--- src/rtl/palm_frame_sequencer.sv ---
// Frame-level controller for the palm identification stage: gates one gapless frame
// at a time into the stage, captures its results after a drain window, and hands them out.
module palm_frame_sequencer #(
    parameter int unsigned IMG_W     = 160,
    parameter int unsigned IMG_H     = 120,
    parameter int unsigned DRAIN_CYC = 3,
    parameter int unsigned MIN_WIDTH = 17
) (
    input  logic       clk,
    input  logic       rst,
    input  logic       pix_valid,
    input  logic       pix_sof,
    input  logic       pix_data,
    output logic       pix_ready,
    input  logic       test_mode,
    input  logic [7:0] palm_height_test,
    output logic       id_rst,
    output logic       id_pixel,
    output logic       id_test,
    output logic [7:0] id_height_test,
    input  logic [7:0] id_start_r,
    input  logic [7:0] id_start_c,
    input  logic [7:0] id_end_r,
    input  logic [7:0] id_end_c,
    input  logic [7:0] id_width,
    input  logic [7:0] id_height,
    output logic       res_valid,
    input  logic       res_ready,
    output logic       res_found,
    output logic [7:0] res_start_r,
    output logic [7:0] res_start_c,
    output logic [7:0] res_end_r,
    output logic [7:0] res_end_c,
    output logic [7:0] res_width,
    output logic [7:0] res_height,
    output logic [7:0] res_frame,
    output logic [7:0] err_abort,
    output logic       ovf
);

    localparam int unsigned CNT_W     = 15;
    localparam int unsigned DRN_W     = 4;
    localparam int unsigned FRAME_PIX = IMG_W * IMG_H;

    localparam logic [CNT_W-1:0] LAST_CNT   = CNT_W'(FRAME_PIX);
    localparam logic [DRN_W-1:0] DRAIN_LAST = DRN_W'(DRAIN_CYC - 1);
    localparam logic [7:0]       WIDTH_MIN  = 8'(MIN_WIDTH);

    typedef enum logic [1:0] {
        S_IDLE,
        S_STREAM,
        S_DRAIN
    } state_t;

    state_t           state;
    logic [CNT_W-1:0] pix_cnt;
    logic [DRN_W-1:0] drain_cnt;
    logic [7:0]       frame_cnt;
    logic             accept;
    logic [CNT_W-1:0] pix_cnt_inc;

    assign accept      = pix_valid & pix_ready;
    assign pix_cnt_inc = pix_cnt + CNT_W'(1);

    always_ff @(posedge clk) begin
        if (rst) begin
            state          <= S_IDLE;
            pix_cnt        <= '0;
            drain_cnt      <= '0;
            frame_cnt      <= '0;
            pix_ready      <= 1'b0;
            id_rst         <= 1'b1;
            id_pixel       <= 1'b0;
            id_test        <= 1'b0;
            id_height_test <= '0;
            res_valid      <= 1'b0;
            res_found      <= 1'b0;
            res_start_r    <= '0;
            res_start_c    <= '0;
            res_end_r      <= '0;
            res_end_c      <= '0;
            res_width      <= '0;
            res_height     <= '0;
            res_frame      <= '0;
            err_abort      <= '0;
            ovf            <= 1'b0;
        end else begin
            id_pixel <= 1'b0;
            // Consumer handshake; a capture in the same cycle overrides below.
            if (res_valid && res_ready) begin
                res_valid <= 1'b0;
            end

            case (state)
                S_IDLE: begin
                    pix_ready <= 1'b1;
                    id_rst    <= 1'b1;
                    if (accept && pix_sof) begin
                        id_test        <= test_mode;
                        id_height_test <= palm_height_test;
                        id_pixel       <= pix_data;
                        id_rst         <= 1'b0;
                        pix_cnt        <= CNT_W'(1);
                        if (LAST_CNT == CNT_W'(1)) begin
                            state     <= S_DRAIN;
                            drain_cnt <= '0;
                            pix_ready <= 1'b0;
                        end else begin
                            state <= S_STREAM;
                        end
                    end
                end

                S_STREAM: begin
                    // A gap or a premature sof aborts the frame without a result.
                    if (!pix_valid || pix_sof) begin
                        state  <= S_IDLE;
                        id_rst <= 1'b1;
                        if (err_abort != 8'hFF) begin
                            err_abort <= err_abort + 8'd1;
                        end
                    end else begin
                        id_pixel <= pix_data;
                        id_rst   <= 1'b0;
                        pix_cnt  <= pix_cnt_inc;
                        if (pix_cnt_inc == LAST_CNT) begin
                            state     <= S_DRAIN;
                            drain_cnt <= '0;
                            pix_ready <= 1'b0;
                        end
                    end
                end

                S_DRAIN: begin
                    id_rst    <= 1'b0;
                    drain_cnt <= drain_cnt + DRN_W'(1);
                    if (drain_cnt == DRAIN_LAST) begin
                        state     <= S_IDLE;
                        id_rst    <= 1'b1;
                        pix_ready <= 1'b1;
                        frame_cnt <= frame_cnt + 8'd1;
                        // An unconsumed result wins over the new one.
                        if (res_valid && !res_ready) begin
                            ovf <= 1'b1;
                        end else begin
                            res_valid   <= 1'b1;
                            res_found   <= (id_width > WIDTH_MIN);
                            res_start_r <= id_start_r;
                            res_start_c <= id_start_c;
                            res_end_r   <= id_end_r;
                            res_end_c   <= id_end_c;
                            res_width   <= id_width;
                            res_height  <= id_height;
                            res_frame   <= frame_cnt + 8'd1;
                        end
                    end
                end

                default: begin
                    state     <= S_IDLE;
                    pix_ready <= 1'b1;
                    id_rst    <= 1'b1;
                end
            endcase
        end
    end

endmodule

--- config.mk ---
export PLATFORM = sky130hd
export DESIGN_NAME = palm_frame_sequencer
export DESIGN_NICKNAME = d
export VERILOG_FILES = /design/src/rtl/palm_frame_sequencer.sv
export SDC_FILE = /design/constraint.sdc
export NUM_CORES = 1
export LEC_CHECK = 0
export ABC_AREA = 1
export CORE_MARGIN = 4
export CORE_UTILIZATION = 35
export DETAILED_ROUTE_END_ITERATION = 10
export PLACE_DENSITY = 0.61
export SYNTH_ARGS = -nofsm -noshare
export SYNTH_HDL_FRONTEND = slang
export SYNTH_SLANG_ARGS = --single-unit
--- constraint.sdc ---
create_clock -name clk -period 3.5 [get_ports clk]
set_clock_uncertainty 0.05 [all_clocks]
set_input_delay 0.7 -clock clk [delete_from_list [all_inputs] [get_ports clk]]
set_output_delay 0.7 -clock clk [all_outputs]
set_load 0.02 [all_outputs]
==> results of run 1 <==
==> layout by cell type, fill, tap and decap left out, types with 3 or more instances in the layout <==
master           synthesis  layout
nor2_1                 152     152
clkdlybuf4s50_1          0     141
dfxtp_1                108     108
o21ai_0                 79      79
nand2_1                 72      72
a21oi_1                 39      39
inv_1                   36      35
nand3_1                 23      23
inv_2                    8       9
clkbuf_16                0       9
buf_4                    6       8
nor2_4                   7       7
nand2_2                  6       6
nand3b_1                 5       5
nand4_1                  5       5
ha_1                     5       5
nor3_1                   4       4
xor2_1                   4       4
nor2_2                   4       4
xnor2_1                  3       3
nand3_2                  3       3
==> cells by family after synthesis <==
logic type / Yosys count / synth area share
AOI/OAI and AO/OA: 131 / 0.1559
xor gates and xnor gates: 7 / 0.01345
adders and majority gates: 5 / 0.01372
buffers and inverters: 71 / 0.06560
DFF: 108 / 0.4743
and+or+nand+nor: 285 / 0.2770
==> power by group through the flow <==
| stage | clock (mW) | combinational, mW | sequential, mW |
|---|---|---|---|
| after floorplan | 0 | 0.0478 | 1.28 |
| after global placement | 0 | 0.158 | 1.27 |
| after detailed placement | 0 | 0.159 | 1.27 |
| after CTS | 1.02 | 0.161 | 1.24 |
| after global routing | 1.07 | 0.174 | 1.24 |
| final | 0.978 | 0.158 | 1.24 |
==> per-layer routing <==
layer,up-vias,GRT usage,routed length (um)
met2,112,0.2749,5954
met3,16,0.05478,881
met4,0,0.05388,200
met5,-,0,0
li1,2231,-,-
met1,1965,0.2022,5481
==> through the flow <==
step / hold slack, ns / power [mW]
6_report: 0.4215 / 2.379
5_1_grt: 0.4509 / 2.489
4_1_cts: 0.4243 / 2.421
3_5_place_dp: 0.4131 / 1.430
3_3_place_gp: 0.4047 / 1.429
2_1_floorplan: 0.4003 / 1.328
==> critical path: cells and delay by family (launching register included) <==
kind | cells | cell delay (ns)
buf+inv | 5 | 1.29
simple gates | 5 | 0.50
flops | 1 | 0.41
==> registers in the layout, indices dropped and copies added (netlist names) <==
register / flops
res_found: 1
res_end_r: 8
state: 2
id_pixel: 1
pix_ready: 1
res_valid: 1
res_start_r: 8
res_start_c: 8
pix_cnt: 15
ovf: 1
id_test: 1
id_rst: 1
id_height_test: 8
res_height: 8
err_abort: 8
res_frame: 8
res_end_c: 8
res_width: 8
drain_cnt: 4
frame_cnt: 8
==> worst max path at each step <==
stage	slack [ns]	end	cells past startpoint	start
after floorplan	1.74	err_abort[4]	9	pix_valid
after global placement	0.82	pix_cnt[2]	8	pix_sof
after detailed placement	0.82	pix_cnt[2]	8	pix_sof
after CTS	1.17	res_end_r[4]	10	state[1]
after global routing	0.96	pix_cnt[2]	8	pix_sof
final	1.18	res_start_c[0]	10	state[1]
==> area by class of cell <==
class                      instances  area (um2)
clock buffer                      11       252.7
clock inverter                     5       35.03
tap                              172       215.2
sequential                       108        2162
multi-input combinational        428        2097
timing repair buffer             149        1471
fill                            1244        6269
inverter                          45       168.9
==> reports/qor.yml, run 1 <==
power.share.sequential: 0.522
worstRegToRegCells: 10
core-area_um2: 12670
crit_path_top_delay_cell: "inv_2"
clkLatencyLatePin_ns: 0.35
synth_top_cell_by_area: "dfxtp_1"
pre_cts_slack_ns: 0.8202
r2r_start: "state[1]"
wl_um: 12520
startpoint_type: "flop"
p_sw_mw: 0.5292
ys_types: 37
min_period_over_period: 0.6617
antenna_cells: 0
die_y_um: 122.1
initial_core_util: 0.3597
cpMostUsedCell: "nor2_1"
post-synth-top-count-cell: "nor2_1"
ant_nets: 0
ys_ff_latch: 108
max_slew_margin: 0.5853
nets: 809
placed_cells: 902
grt_first_pass_wirelength_um: 19750
synthCells: 607
syn_nets: 675
synth_edf_count: 0
status: "finished clean"
holdPathStages: 2
grt_overflow: 0
place_congestion: 0.8594
cts_buffers: 9
yosys-top-cells-area: "dfxtp_1 47%, nor2_1 13%, o21ai_0 8.7%"
cts_sinks: 108
critPathArrivalTime_ns: 2.56
path_cells: "inv_1 > nor2_4 > inv_2 > nor2_1 > buf_4 > nand2_2 > inv_2 > buf_4 > nor2_1 > nor2_1"
cts_tree: "yes"
netlist_area_um2: 4558
finalSetupTns_ns: 0
via_per_inst: 4.710
track_usage: 0.1654
finalSetupViolCount: 0
pwr-share-comb: 0.067
layout.cells.non_filler: 918
worst_pin_slew_ns: 0.6212
grt_pass1_vias: 3981
rows: 41
areaGrowthSynthToFinish_pct: 40.46
yosysWarnings: 0
antenna_found_initial: 0
drt_first_pass_iters: 4
yosysSeqAreaShare: 0.4743
fin_util: 0.5053
min_period_ns: 2.316
maxCapViolations: 0
internal_power_mw: 1.850
fin_area_um2: 6402
dp_hpwl_um: 9176
post_cts_buffers: 0
dieArea_um2: 14910
p_clk_frac: 0.411
min_path_type: "flop to flop"
remaining_drc_errors: 0
worstSetupPathType: "flop to flop"
die_width_um: 122.1
io_buffers: 141
synth_top_area_share: 0.4743
async_flop_share: 0
detail_route.wl_per_cell_um: 13.64
r2r_setup_slack_ns: 1.18
crit_fanout: 39
switching_share: 0.2224
drt_iter0_drc: 193
placed_cell_area_um2: 6115
max_freq_mhz: 431.8
ys.flop_type: "dfxtp_1"
cp.required_ns: 3.74
cts_resized: 0
ctsHtreeMaxLevel: 3
drive_above_1_share: 0.08177
critPathCaptureType: "flop"
clk_pin_slew_worst_paths_ns: 0.07
finalHoldViolCount: 0
leakage_nw: 2.340
ios: 142
slowest_delay_ns: 0.46
rsz0062_at_grt: "false"
clockBufferDepth: 2
final_max_slew_viol_count: 0
finalWorstSetupSlack_ns: 1.184
root_buffer: "clkbuf_16"
vias: 4324
reg2reg_to: "res_start_c[0]"
vdd_ir_drop_max_uv: 262.7
cellPowerDensity_nw_per_um2: 371.6
hold_buffers: 0
holdCritStartpoint: "res_width[7]"
hold_path_end: "res_width[7]"
syn_avg_cell_area_um2: 7.509
ys_top_cells_by_count: "152 x nor2_1, 108 x dfxtp_1, 79 x o21ai_0, 72 x nand2_1, 39 x a21oi_1"
grt_max_degree: 53
Note: power is estimated with default switching activity, not from simulation.
==> inputs of run 2 (changes only) <==
clock period = 2.2 ns   (was 3.5 ns; I/O delays follow)
==> reports/qor.yml, run 2 (same netlist as run 1, synthesis figures left out) <==
vias: 4370  # +1.1%
detail_route.wl_per_cell_um: 13.58  # -0.42%
dp_hpwl_um: 9037  # -1.5%
root_buffer: "clkbuf_16"
die_y_um: 122.1  # unchanged
finalHoldViolCount: 0  # unchanged
critPathArrivalTime_ns: 2.13  # -0.43 ns
cts_sinks: 108  # unchanged
remaining_drc_errors: 0  # unchanged
final_common_cell: "nor2_1"
largest_reg_flops: 15  # unchanged
seq_area_um2: 2162  # unchanged
clockBufferDepth: 2  # unchanged
wl_um: 12490  # -0.20%
hold_buffers: 0  # unchanged
layout_common_cells: "152 x nor2_1, 141 x clkdlybuf4s50_1, 108 x dfxtp_1, 79 x o21ai_0, 72 x nand2_1"
ctsHtreeMaxLevel: 3  # unchanged
min_period_ns: 1.947  # -0.3685 ns
fillers: 1253  # +0.72%
worstSetupPathType: "flop to flop"
fin_area_um2: 6457  # +0.86%
antenna_cells: 0  # unchanged
min_path_type: "flop to flop"
multi_input_area_um2: 2097  # unchanged
placed_cells: 904  # +0.22%
die_width_um: 122.1  # unchanged
drt_first_pass_iters: 5  # +1
antenna_found_initial: 0  # unchanged
nets: 811  # +0.25%
track_usage: 0.1617  # -0.003678
critPathCaptureType: "flop"
drt_iter0_drc: 208  # +7.8%
status: "finished clean"
maxCapViolations: 0  # unchanged
post_cts_buffers: 0  # unchanged
finalWorstSetupSlack_ns: 0.2527  # -0.9315 ns
startpoint_type: "flop"
cellPowerDensity_nw_per_um2: 600.2  # +62%
via_per_inst: 4.750  # +0.84%
ios: 142  # unchanged
rows: 41  # unchanged
cts_buffers: 9  # unchanged
areaGrowthSynthToFinish_pct: 41.67
cp.required_ns: 2.38  # -1.36 ns
placed_cell_area_um2: 6155  # +0.65%
clk_pin_slew_worst_paths_ns: 0.07  # about the same
finalSetupTns_ns: 0  # unchanged
layout.cells.non_filler: 920  # +0.22%
cts_resized: 0  # unchanged
regMostFlops: "pix_cnt"
holdWs_ns: 0.4239  # +0.002473 ns
finalSetupViolCount: 0  # unchanged
grt_overflow: 0  # unchanged
core-area_um2: 12670  # unchanged
max_slew_margin: 0.5490  # -0.03630
crit_fanout: 5  # -87%
grt_first_pass_wirelength_um: 19460  # -1.5%
io_buffers: 141  # unchanged
grt_pass1_vias: 3950  # -0.78%
max_freq_mhz: 513.5  # +19%
pre_cts_slack_ns: -0.01341  # -0.8336 ns
worstRegToRegCells: 12  # +2
dieArea_um2: 14910  # unchanged
ant_nets: 0  # unchanged
initial_core_util: 0.3597  # unchanged
place_congestion: 0.8559  # -0.41%
min_period_over_period: 0.8851  # +0.2235
worst_pin_slew_ns: 0.6758  # +0.05463 ns
drive_above_1_share: 0.08289  # +0.001118
cts_tree: "yes"
vdd_ir_drop_max_uv: 308.8  # +18%
rsz0062_at_grt: "false"
final_max_slew_viol_count: 0  # unchanged
clkLatencyLatePin_ns: 0.34  # about the same
grt_max_degree: 78  # +47%
leakage_nw: 2.366  # +1.1%
holdPathStages: 2  # unchanged
## run 2: layout make-up
type / count / share of cell area
inverter: 45 / 0.02616
clock buffer: 11 / 0.03759
timing repair buffer: 151 / 0.2341
clock inverter: 5 / 0.009301
tap: 172 / 0.03333
sequential: 108 / 0.3348
multi-input combinational: 428 / 0.3247
## run 2: worst paths after layout
kind / startpoint / end / slack [ns]
max: pix_cnt[0] / drain_cnt[3] / 0.25
min: res_width[7] / res_width[7] / 0.42
max reg2reg: pix_cnt[0] / drain_cnt[3] / 0.25
min reg2reg: res_width[7] / res_width[7] / 0.42
## run 2: critical path: stages (launching register included)
cell,delay (ns)
dfxtp_1,0.40
ha_1,0.23
nand2_2,0.10
nor2_4,0.16
nand2_1,0.09
nand2_1,0.06
nand2_1,0.07
nor2_1,0.12
nand3_1,0.14
nor2_4,0.15
nand3_4,0.12
nand3_2,0.08
a21oi_1,0.06
## run 2: stage by stage
step | power [mW] | utilization
2_1_floorplan | 2.112 | -
3_3_place_gp | 2.278 | 0.4857
3_5_place_dp | 2.280 | 0.4857
4_1_cts | 3.931 | 0.5096
5_1_grt | 4.030 | 0.5096
6_report | 3.876 | 0.5096
## run 2: metal layers
metal  GRT usage  share of wire
met1      0.2075           0.46
met2      0.2714           0.48
met3     0.03528          0.053
met4     0.05108          0.013
met5           0              0
## run 2: where the power goes
group,internal [mW],switching (mW),leakage [nW],total [mW]
sequential,1.97,0.00920,0.871,1.98
clock,0.919,0.722,0.146,1.64
combinational,0.147,0.111,1.35,0.258
